[src/rtl/serial_word_deserializer.sv]
// Bit-serial receiver: assembles WIDTH-bit words, presents them on a valid/ready port.
// Optional even-parity frame bit and parity_err port: SERIAL_WORD_DESERIALIZER_PARITY_EN.
module serial_word_deserializer #(
  parameter int WIDTH     = 8,
  parameter bit MSB_FIRST = 1'b0
) (
  input  logic             CLK,
  input  logic             RESET,
  input  logic             bit_in,
  input  logic             bit_valid,
  output logic             bit_ready,
  output logic [WIDTH-1:0] O,
  output logic             O_valid,
  input  logic             O_ready
`ifdef SERIAL_WORD_DESERIALIZER_PARITY_EN
  ,
  output logic             parity_err
`endif
);

`ifdef SERIAL_WORD_DESERIALIZER_PARITY_EN
  localparam int F = WIDTH + 1;
`else
  localparam int F = WIDTH;
`endif
  localparam int CW = $clog2(F);
  localparam logic [CW-1:0] LAST = CW'(F - 1);

  typedef enum logic {
    HOLD_EMPTY,
    HOLD_FULL
  } hold_t;

  hold_t            r_hold;
  hold_t            w_hold_nxt;
  logic [CW-1:0]    r_cnt;
  logic [WIDTH-1:0] r_sh;
  logic [WIDTH-1:0] w_sh_nxt;
  logic [WIDTH-1:0] r_o;
  logic             w_last;
  logic             w_acc;
  logic             w_done;
  logic             w_data;

  assign w_last    = (r_cnt == LAST);
  assign O_valid   = (r_hold == HOLD_FULL);
  assign O         = r_o;
  // Only the frame-final bit can stall, and only while the held word is stuck.
  assign bit_ready = !(w_last && O_valid && !O_ready);
  assign w_acc     = bit_valid && bit_ready;
  assign w_done    = w_acc && w_last;

`ifdef SERIAL_WORD_DESERIALIZER_PARITY_EN
  logic r_par;
  logic r_perr;

  assign w_data     = !w_last;
  assign parity_err = r_perr;

  // Running XOR of the frame; the check result is latched with the word.
  always_ff @(posedge CLK) begin
    if (RESET) begin
      r_par  <= 1'b0;
      r_perr <= 1'b0;
    end else if (w_acc) begin
      r_par <= w_last ? 1'b0 : (r_par ^ bit_in);
      if (w_last)
        r_perr <= r_par ^ bit_in;
    end
  end
`else
  assign w_data = 1'b1;
`endif

  // Shift data bits in so that after WIDTH shifts the first bit sits at its slot.
  always_comb begin
    w_sh_nxt = r_sh;
    if (w_data) begin
      if (MSB_FIRST)
        w_sh_nxt = {r_sh[WIDTH-2:0], bit_in};
      else
        w_sh_nxt = {bit_in, r_sh[WIDTH-1:1]};
    end
  end

  // Holding-register occupancy: state register.
  always_ff @(posedge CLK) begin
    if (RESET)
      r_hold <= HOLD_EMPTY;
    else
      r_hold <= w_hold_nxt;
  end

  // Holding-register occupancy: a completed frame refills it even while draining.
  always_comb begin
    w_hold_nxt = r_hold;
    case (r_hold)
      HOLD_EMPTY: if (w_done) w_hold_nxt = HOLD_FULL;
      HOLD_FULL: begin
        if (w_done)
          w_hold_nxt = HOLD_FULL;
        else if (O_ready)
          w_hold_nxt = HOLD_EMPTY;
      end
      default: w_hold_nxt = HOLD_EMPTY;
    endcase
  end

  // Bit counter, shift register and output word.
  always_ff @(posedge CLK) begin
    if (RESET) begin
      r_cnt <= '0;
      r_sh  <= '0;
      r_o   <= '0;
    end else if (w_acc) begin
      r_cnt <= w_last ? '0 : (r_cnt + 1'b1);
      r_sh  <= w_last ? '0 : w_sh_nxt;
      if (w_last)
        r_o <= w_sh_nxt;
    end
  end

endmodule
[config.mk]
export PLATFORM = sky130hd
export DESIGN_NAME = serial_word_deserializer
export DESIGN_NICKNAME = d
export VERILOG_FILES = /design/src/rtl/serial_word_deserializer.sv
export SDC_FILE = /design/constraint.sdc
export NUM_CORES = 1
export LEC_CHECK = 0
export CORE_UTILIZATION = 43
export DETAILED_ROUTE_END_ITERATION = 7
export GPL_TIMING_DRIVEN = 0
export HOLD_SLACK_MARGIN = 0.12
export PLACE_DENSITY = 0.79
export SETUP_SLACK_MARGIN = 0.3
export SLEW_MARGIN = 20
export SYNTH_ARGS = -nofsm -noshare
export SYNTH_HDL_FRONTEND = slang
export SYNTH_SLANG_ARGS = --single-unit
[constraint.sdc]
create_clock -name CLK -period 1.4 [get_ports CLK]
set_input_delay 0.35 -clock CLK [delete_from_list [all_inputs] [get_ports CLK]]
set_output_delay 0.35 -clock CLK [all_outputs]
set_load 0.02 [all_outputs]
==> flow_metrics.py, run 1 <==
metrics = {
    "critical_path": {
        "crit_fanout": 2,
        "arrival_ns": 1.17,
        "end_kind": "primary output",
        "critical_path_class": "reg2out",
        "path_buf_inv": 1,
        "cp_slowest_cell": "dfxtp_2",
        "worst_path_largest_cell_delay_ns": 0.35,
        "start_kind": "register",
        "path_delay_family": "flip-flops",
        "path_common_cell": "ha_4",
        "crit_required_ns": 1.05,
        "worstPathCellList": "ha_4, ha_4, nand3b_4, buf_6",
    },
    "drt": {
        "drt-initial-drc-count": 17,
        "drc_errors": 2,
        "routed_wl_um": 1640,
        "final_antenna_net_count": 0,
        "vias": 643,
        "via_per_inst": 5.74,
        "drt_first_pass_iters": 7,
        "post_drt_wl_per_cell_um": 14.7,
    },
    "sta": {
        "relSlewSlack_pct": 69.9,
        "setup_viol": 9,
        "worst_slew_pin_slew_ns": 0.451,
        "hold_viol": 0,
        "fin_crit_ns": 1.52,
        "tns_ns": -0.536,
        "slew_viol_final": 0,
        "fin_ws_ns": -0.117,
        "fmax_ghz": 0.659,
        "rsz0062_at_grt": "true",
        "worst_clock_skew_ns": 0.00324,
        "fin_crit_sh_pct": 108,
    },
    "synth": {
        "synth_area_leaders": "dfxtp_1 (51%), a22o_1 (8.2%), o21ai_0 (6.7%)",
        "synthesis.nets": 78,
        "ys.warnings.count": 0,
        "ys_types": 17,
        "synth_top_area_share_pct": 51.2,
        "syn_inst": 71,
        "netlist_area_um2": 743,
        "synth-seq-area-share_pct": 51.2,
        "syn_area_per_cell_um2": 10.5,
        "ys_ff_latch": 19,
        "yosysTopAreaCell": "dfxtp_1",
    },
    "layout": {
        "fillers": 120,
        "drive_gt1_share_pct": 51.0,
        "final_cells": 112,
        "final_cell_area_um2": 1100,
        "fin_nets": 104,
        "area_growth_pct": 48.0,
        "final_util_pct": 70.5,
        "n_antenna_cell": 0,
    },
    "die": {
        "dieArea_um2": 1900,
        "placeableCoreArea_um2": 1560,
        "num_rows": 14,
        "floorplan.initialDensity_pct": 47.7,
        "dieHeight_um": 43.6,
        "die-width_um": 43.6,
        "ios": 15,
    },
    "place": {
        "place_inst": 101,
        "dp_slack_ns": -0.605,
        "routabilityCongestion": 0.773,
        "portBuffers": 14,
        "postPlaceCellArea_um2": 941,
        "hpwl_um": 1050,
    },
    "hold_path": {
        "hold_class": "reg2reg",
    },
    "global_routing": {
        "grt_start_max_net_pins": 12,
        "overflow": 0,
        "grt_pass1_wl_um": 2530,
        "grtUsageTotal_pct": 18.2,
        "antenna_found_initial": 0,
        "grt_pass1_vias": 571,
    },
    "clock_tree": {
        "clk_latency_ns": 0.30,
        "cts_tree": "yes",
        "h-tree-depth": 1,
        "clock_sinks": 19,
        "cts-buffers-inserted": 3,
        "clock_path_buffers": 2,
        "cts_root_buffer": "clkbuf_4",
        "hold_buffers": 0,
        "path_clk_slew_ns": 0.11,
    },
    "job": {
        "max_cap_viol_count": 0,
    },
    "run_status": {
        "violations": "DRC, setup timing",
        "outcome": "finished with violations",
    },
    "power": {
        "powerDensity_nw_per_um2": 818,
        "vdd.ir_drop.worst_v": 0.000454,
        "power.leakage_nw": 0.443,
    },
}
==> worst paths after layout <==
path | to | start | slack, ns | cells past startpoint
setup reg to reg | r_cnt[0] | r_cnt[1] | -0.07 | 7
hold reg to reg | O[6] | r_sh[7] | 0.49 | 2
hold / removal | O[6] | r_sh[7] | 0.49 | 2
setup / recovery | bit_ready | r_cnt[1] | -0.12 | 4
==> cell usage after synthesis <==
cell type	n
nor3b_4	1
a21oi_1	9
o21ai_0	10
nor2b_1	1
mux2_1	1
nand4b_1	2
dfxtp_1	19
ha_1	2
and2_1	2
nand2b_1	2
nand3_1	8
nand2_1	1
or2b_1	1
buf_2	3
a22o_1	7
nand3b_4	1
a21oi_4	1
==> power breakdown <==
group          total (mW)  internal (mW)  switching (mW)  leakage, nW
combinational      0.0660         0.0348          0.0311        0.266
sequential          0.556          0.548         0.00823        0.159
clock               0.277          0.106           0.171       0.0177
total               0.899          0.689           0.210        0.443
==> timing repair <==
item                       4_1_cts  5_1_grt
setup endpoints to repair       29       29
pin swaps                        2        3
resized for setup               77       11
buffers inserted                 4        3
==> final cells by class <==
cell class	instances	area, um2	area share, %
multi-input cells	49	419	38.1
flip-flops and latches	19	397	36.1
repair buffers	21	213	19.3
plain buffers	3	23.8	2.16
clock buffers	3	22.5	2.05
well taps	16	20.0	1.82
clock inverters	1	5.00	0.455
==> per-layer routing <==
metal  routed length (um)  vias up  global-route usage [%]
met5                    0        -                       0
met3                   68        2                    3.75
met1                  784      296                    23.8
met4                   11        0                    9.38
met2                  778       27                    28.4
li1                     -      318                       -
==> through the flow <==
stage	power (mW)	hold WS, ns
floorplan	0.601	0.444
global placement	0.626	0.462
detailed placement	0.627	0.467
CTS	0.896	0.487
global route	0.941	0.510
finish	0.899	0.487
==> cells by family after synthesis <==
family | after synthesis | synth area share [%]
AOI/OAI and AO/OA | 27 | 23.2
buffers and inverters | 3 | 2.02
muxes | 1 | 1.52
adders and majority gates | 2 | 3.37
DFF | 19 | 51.2
and+or+nand+nor | 19 | 18.7
==> cell usage in the layout, fill, tap and decap left out, types with 2 or more instances in the layout <==
master / n
clkbuf_4: 4
dfxtp_2: 10
a22o_1: 7
o21ai_0: 8
o21ai_1: 2
buf_4: 5
dfxtp_1: 8
ha_4: 2
a21oi_1: 4
a21oi_2: 5
nand2b_1: 2
dlygate4sd2_1: 2
buf_6: 13
nand3_1: 7
nand4b_1: 2
==> sequential cells by signal (all words and copies together), names as in the netlist <==
name	flops
O	8
O_valid	1
r_sh	7
r_cnt	3
==> tightest hold or removal path: stages (launching register included) <==
cell and delay (ns):
dfxtp_1 0.35, nand3_2 0.07, a21oi_2 0.04
No activity file was read; power rests on OpenSTA's default activity.
==> run 2, diff against run 1 <==
--- a/config.mk
+++ b/config.mk
@@ -5,10 +5,12 @@
 export SDC_FILE = /design/constraint.sdc
 export NUM_CORES = 1
 export LEC_CHECK = 0
+export CORE_MARGIN = 5
 export CORE_UTILIZATION = 43
 export DETAILED_ROUTE_END_ITERATION = 7
 export GPL_TIMING_DRIVEN = 0
 export HOLD_SLACK_MARGIN = 0.12
+export MAX_ROUTING_LAYER = met4
 export PLACE_DENSITY = 0.79
 export SETUP_SLACK_MARGIN = 0.3
 export SLEW_MARGIN = 20
==> run 2 against run 1 <==
The flow finishes with violations (setup timing). Wire length is 23% higher. Flip-flop and latch count stayed put. Critical path depth stayed put. Final cell count is 3.6% higher.
==> flow_metrics.py, run 2 (same netlist as run 1, synthesis figures left out) <==
metrics = {
    "sta": {
        "fin_crit_ns": 1.54,
        "fmax_ghz": 0.648,
        "setup_viol": 17,
        "slew_viol_final": 0,
        "relSlewSlack_pct": 67.6,
        "worst_slew_pin_slew_ns": 0.485,
        "hold_viol": 0,
        "rsz0062_at_grt": "true",
        "fin_ws_ns": -0.144,
        "fin_crit_sh_pct": 110,
        "worst_clock_skew_ns": 0.00115,
    },
    "die": {
        "ios": 15,
        "die-width_um": 51.6,
        "dieArea_um2": 2660,
        "floorplan.initialDensity_pct": 44.0,
        "placeableCoreArea_um2": 1690,
        "num_rows": 15,
        "dieHeight_um": 51.6,
    },
    "critical_path": {
        "rr_startpoint": "r_cnt[1]",
        "crit_path_start": "r_cnt[1]",
        "crit_required_ns": 1.05,
        "worst_path_largest_cell_delay_ns": 0.38,
        "start_kind": "register",
        "path_common_cell": "ha_4",
        "worstPathCellList": "ha_4, ha_4, nand3b_4, buf_6",
        "arrival_ns": 1.19,
        "end_kind": "primary output",
        "crit_fanout": 2,
        "critical_path_class": "reg2out",
        "cp_slowest_cell": "dfxtp_2",
    },
    "global_routing": {
        "grt_start_max_net_pins": 12,
        "grt_pass1_wl_um": 3270,
        "overflow": 0,
        "antenna_found_initial": 0,
        "grt_pass1_vias": 681,
        "grtUsageTotal_pct": 17.2,
    },
    "layout": {
        "fillers": 103,
        "n_antenna_cell": 0,
        "fin_nets": 107,
        "drive_gt1_share_pct": 65.7,
        "final_cell_mix": "buf_6 (13), dfxtp_2 (10), buf_4 (9)",
        "final_util_pct": 72.6,
        "area_growth_pct": 65.0,
        "final_common_cell": "buf_6",
        "multi_input_area_um2": 505,
        "largest_reg_flops": 8,
        "seqCellArea_um2": 397,
    },
    "power": {
        "vdd.ir_drop.worst_v": 0.000516,
        "power.leakage_nw": 0.470,
        "powerDensity_nw_per_um2": 751,
    },
    "drt": {
        "final_antenna_net_count": 0,
        "drt-initial-drc-count": 9,
        "drt_first_pass_iters": 4,
        "vias": 659,
        "drc_errors": 0,
        "post_drt_wl_per_cell_um": 17.4,
        "routed_wl_um": 2020,
        "via_per_inst": 5.68,
    },
    "clock_tree": {
        "path_clk_slew_ns": 0.12,
        "cts_root_buffer": "clkbuf_4",
        "cts-buffers-inserted": 3,
        "clock_sinks": 19,
        "h-tree-depth": 1,
        "clock_path_buffers": 2,
        "clk_latency_ns": 0.30,
        "cts_tree": "yes",
    },
    "run_status": {
        "violations": "setup timing",
        "outcome": "finished with violations",
    },
    "place": {
        "dp_slack_ns": -0.601,
        "hpwl_um": 1080,
        "portBuffers": 14,
        "routabilityCongestion": 0.785,
    },
    "hold_path": {
        "hold_class": "reg2reg",
        "hold_path.startpoint": "r_sh[1]",
    },
    "job": {
        "max_cap_viol_count": 0,
    },
}
[run 2: cell count changes in the layout (fill, tap and decap cells not counted), moves of 2 or more]
cell     before  now
nand3_2       1    4
o21ai_1       2    0
buf_4         5    9
o21ai_2       0    2
a21oi_1       4    1
nand3_1       7    0
nand3_4       0    4
a21oi_2       5    8
[run 2: layout make-up]
| class | count | area share, % |
|---|---|---|
| Clock buffer | 3 | 1.84 |
| Buffer | 3 | 2.86 |
| Tap cell | 17 | 1.73 |
| Timing Repair Buffer | 24 | 19.6 |
| Sequential cell | 19 | 32.3 |
| Clock inverter | 1 | 0.408 |
| Multi-Input combinational cell | 49 | 41.2 |
[run 2: critical path, delay by kind of cell (launching register included)]
kind | cells | cell delay (ns)
DFF | 1 | 0.38
adders and majority gates | 2 | 0.29
buffers and inverters | 1 | 0.14
and+or+nand+nor | 1 | 0.09
[run 2: final timing paths]
check,depth (start not counted),slack [ns],endpoint
max reg2reg,8,-0.09,O[1]
min,2,0.50,O[0]
max,4,-0.14,bit_ready
min reg2reg,2,0.50,O[0]
[run 2: metrics by stage]
| step | cells | instance area [um2] | setup TNS (ns) | power [mW] | hold WS (ns) |
|---|---|---|---|---|---|
| 2_1_floorplan | 71 | 781 | 0 | 0.601 | 0.444 |
| 3_3_place_gp | 102 | 942 | -4.20 | 0.624 | 0.463 |
| 3_5_place_dp | 102 | 942 | -4.38 | 0.626 | 0.468 |
| 4_1_cts | 111 | 1120 | -0.674 | 0.901 | 0.490 |
| 5_1_grt | 116 | 1230 | -2.20 | 0.947 | 0.519 |
| 6_report | 116 | 1230 | -1.26 | 0.921 | 0.502 |
[run 2: where the power goes]
group / internal [mW] / switching (mW)
Clock: 0.107 / 0.186
Combinational: 0.0380 / 0.0333
Sequential: 0.548 / 0.00942
Total: 0.693 / 0.228
[run 2: repair_timing]
item                       in CTS  in global routing
pin swaps                       8                  9
setup endpoints to repair      29                 29
setup buffers                   5                  5
hold buffers                    0                  0
resized for setup              94                 15
[run 2: metal layers]
metal	up-vias	global-route usage, %	part of all wire (%)
met5	-	-	0
met4	0	10.9	3.1
met3	6	2.87	3.6
met2	17	26.3	47
met1	314	21.2	46
li1	322	-	-
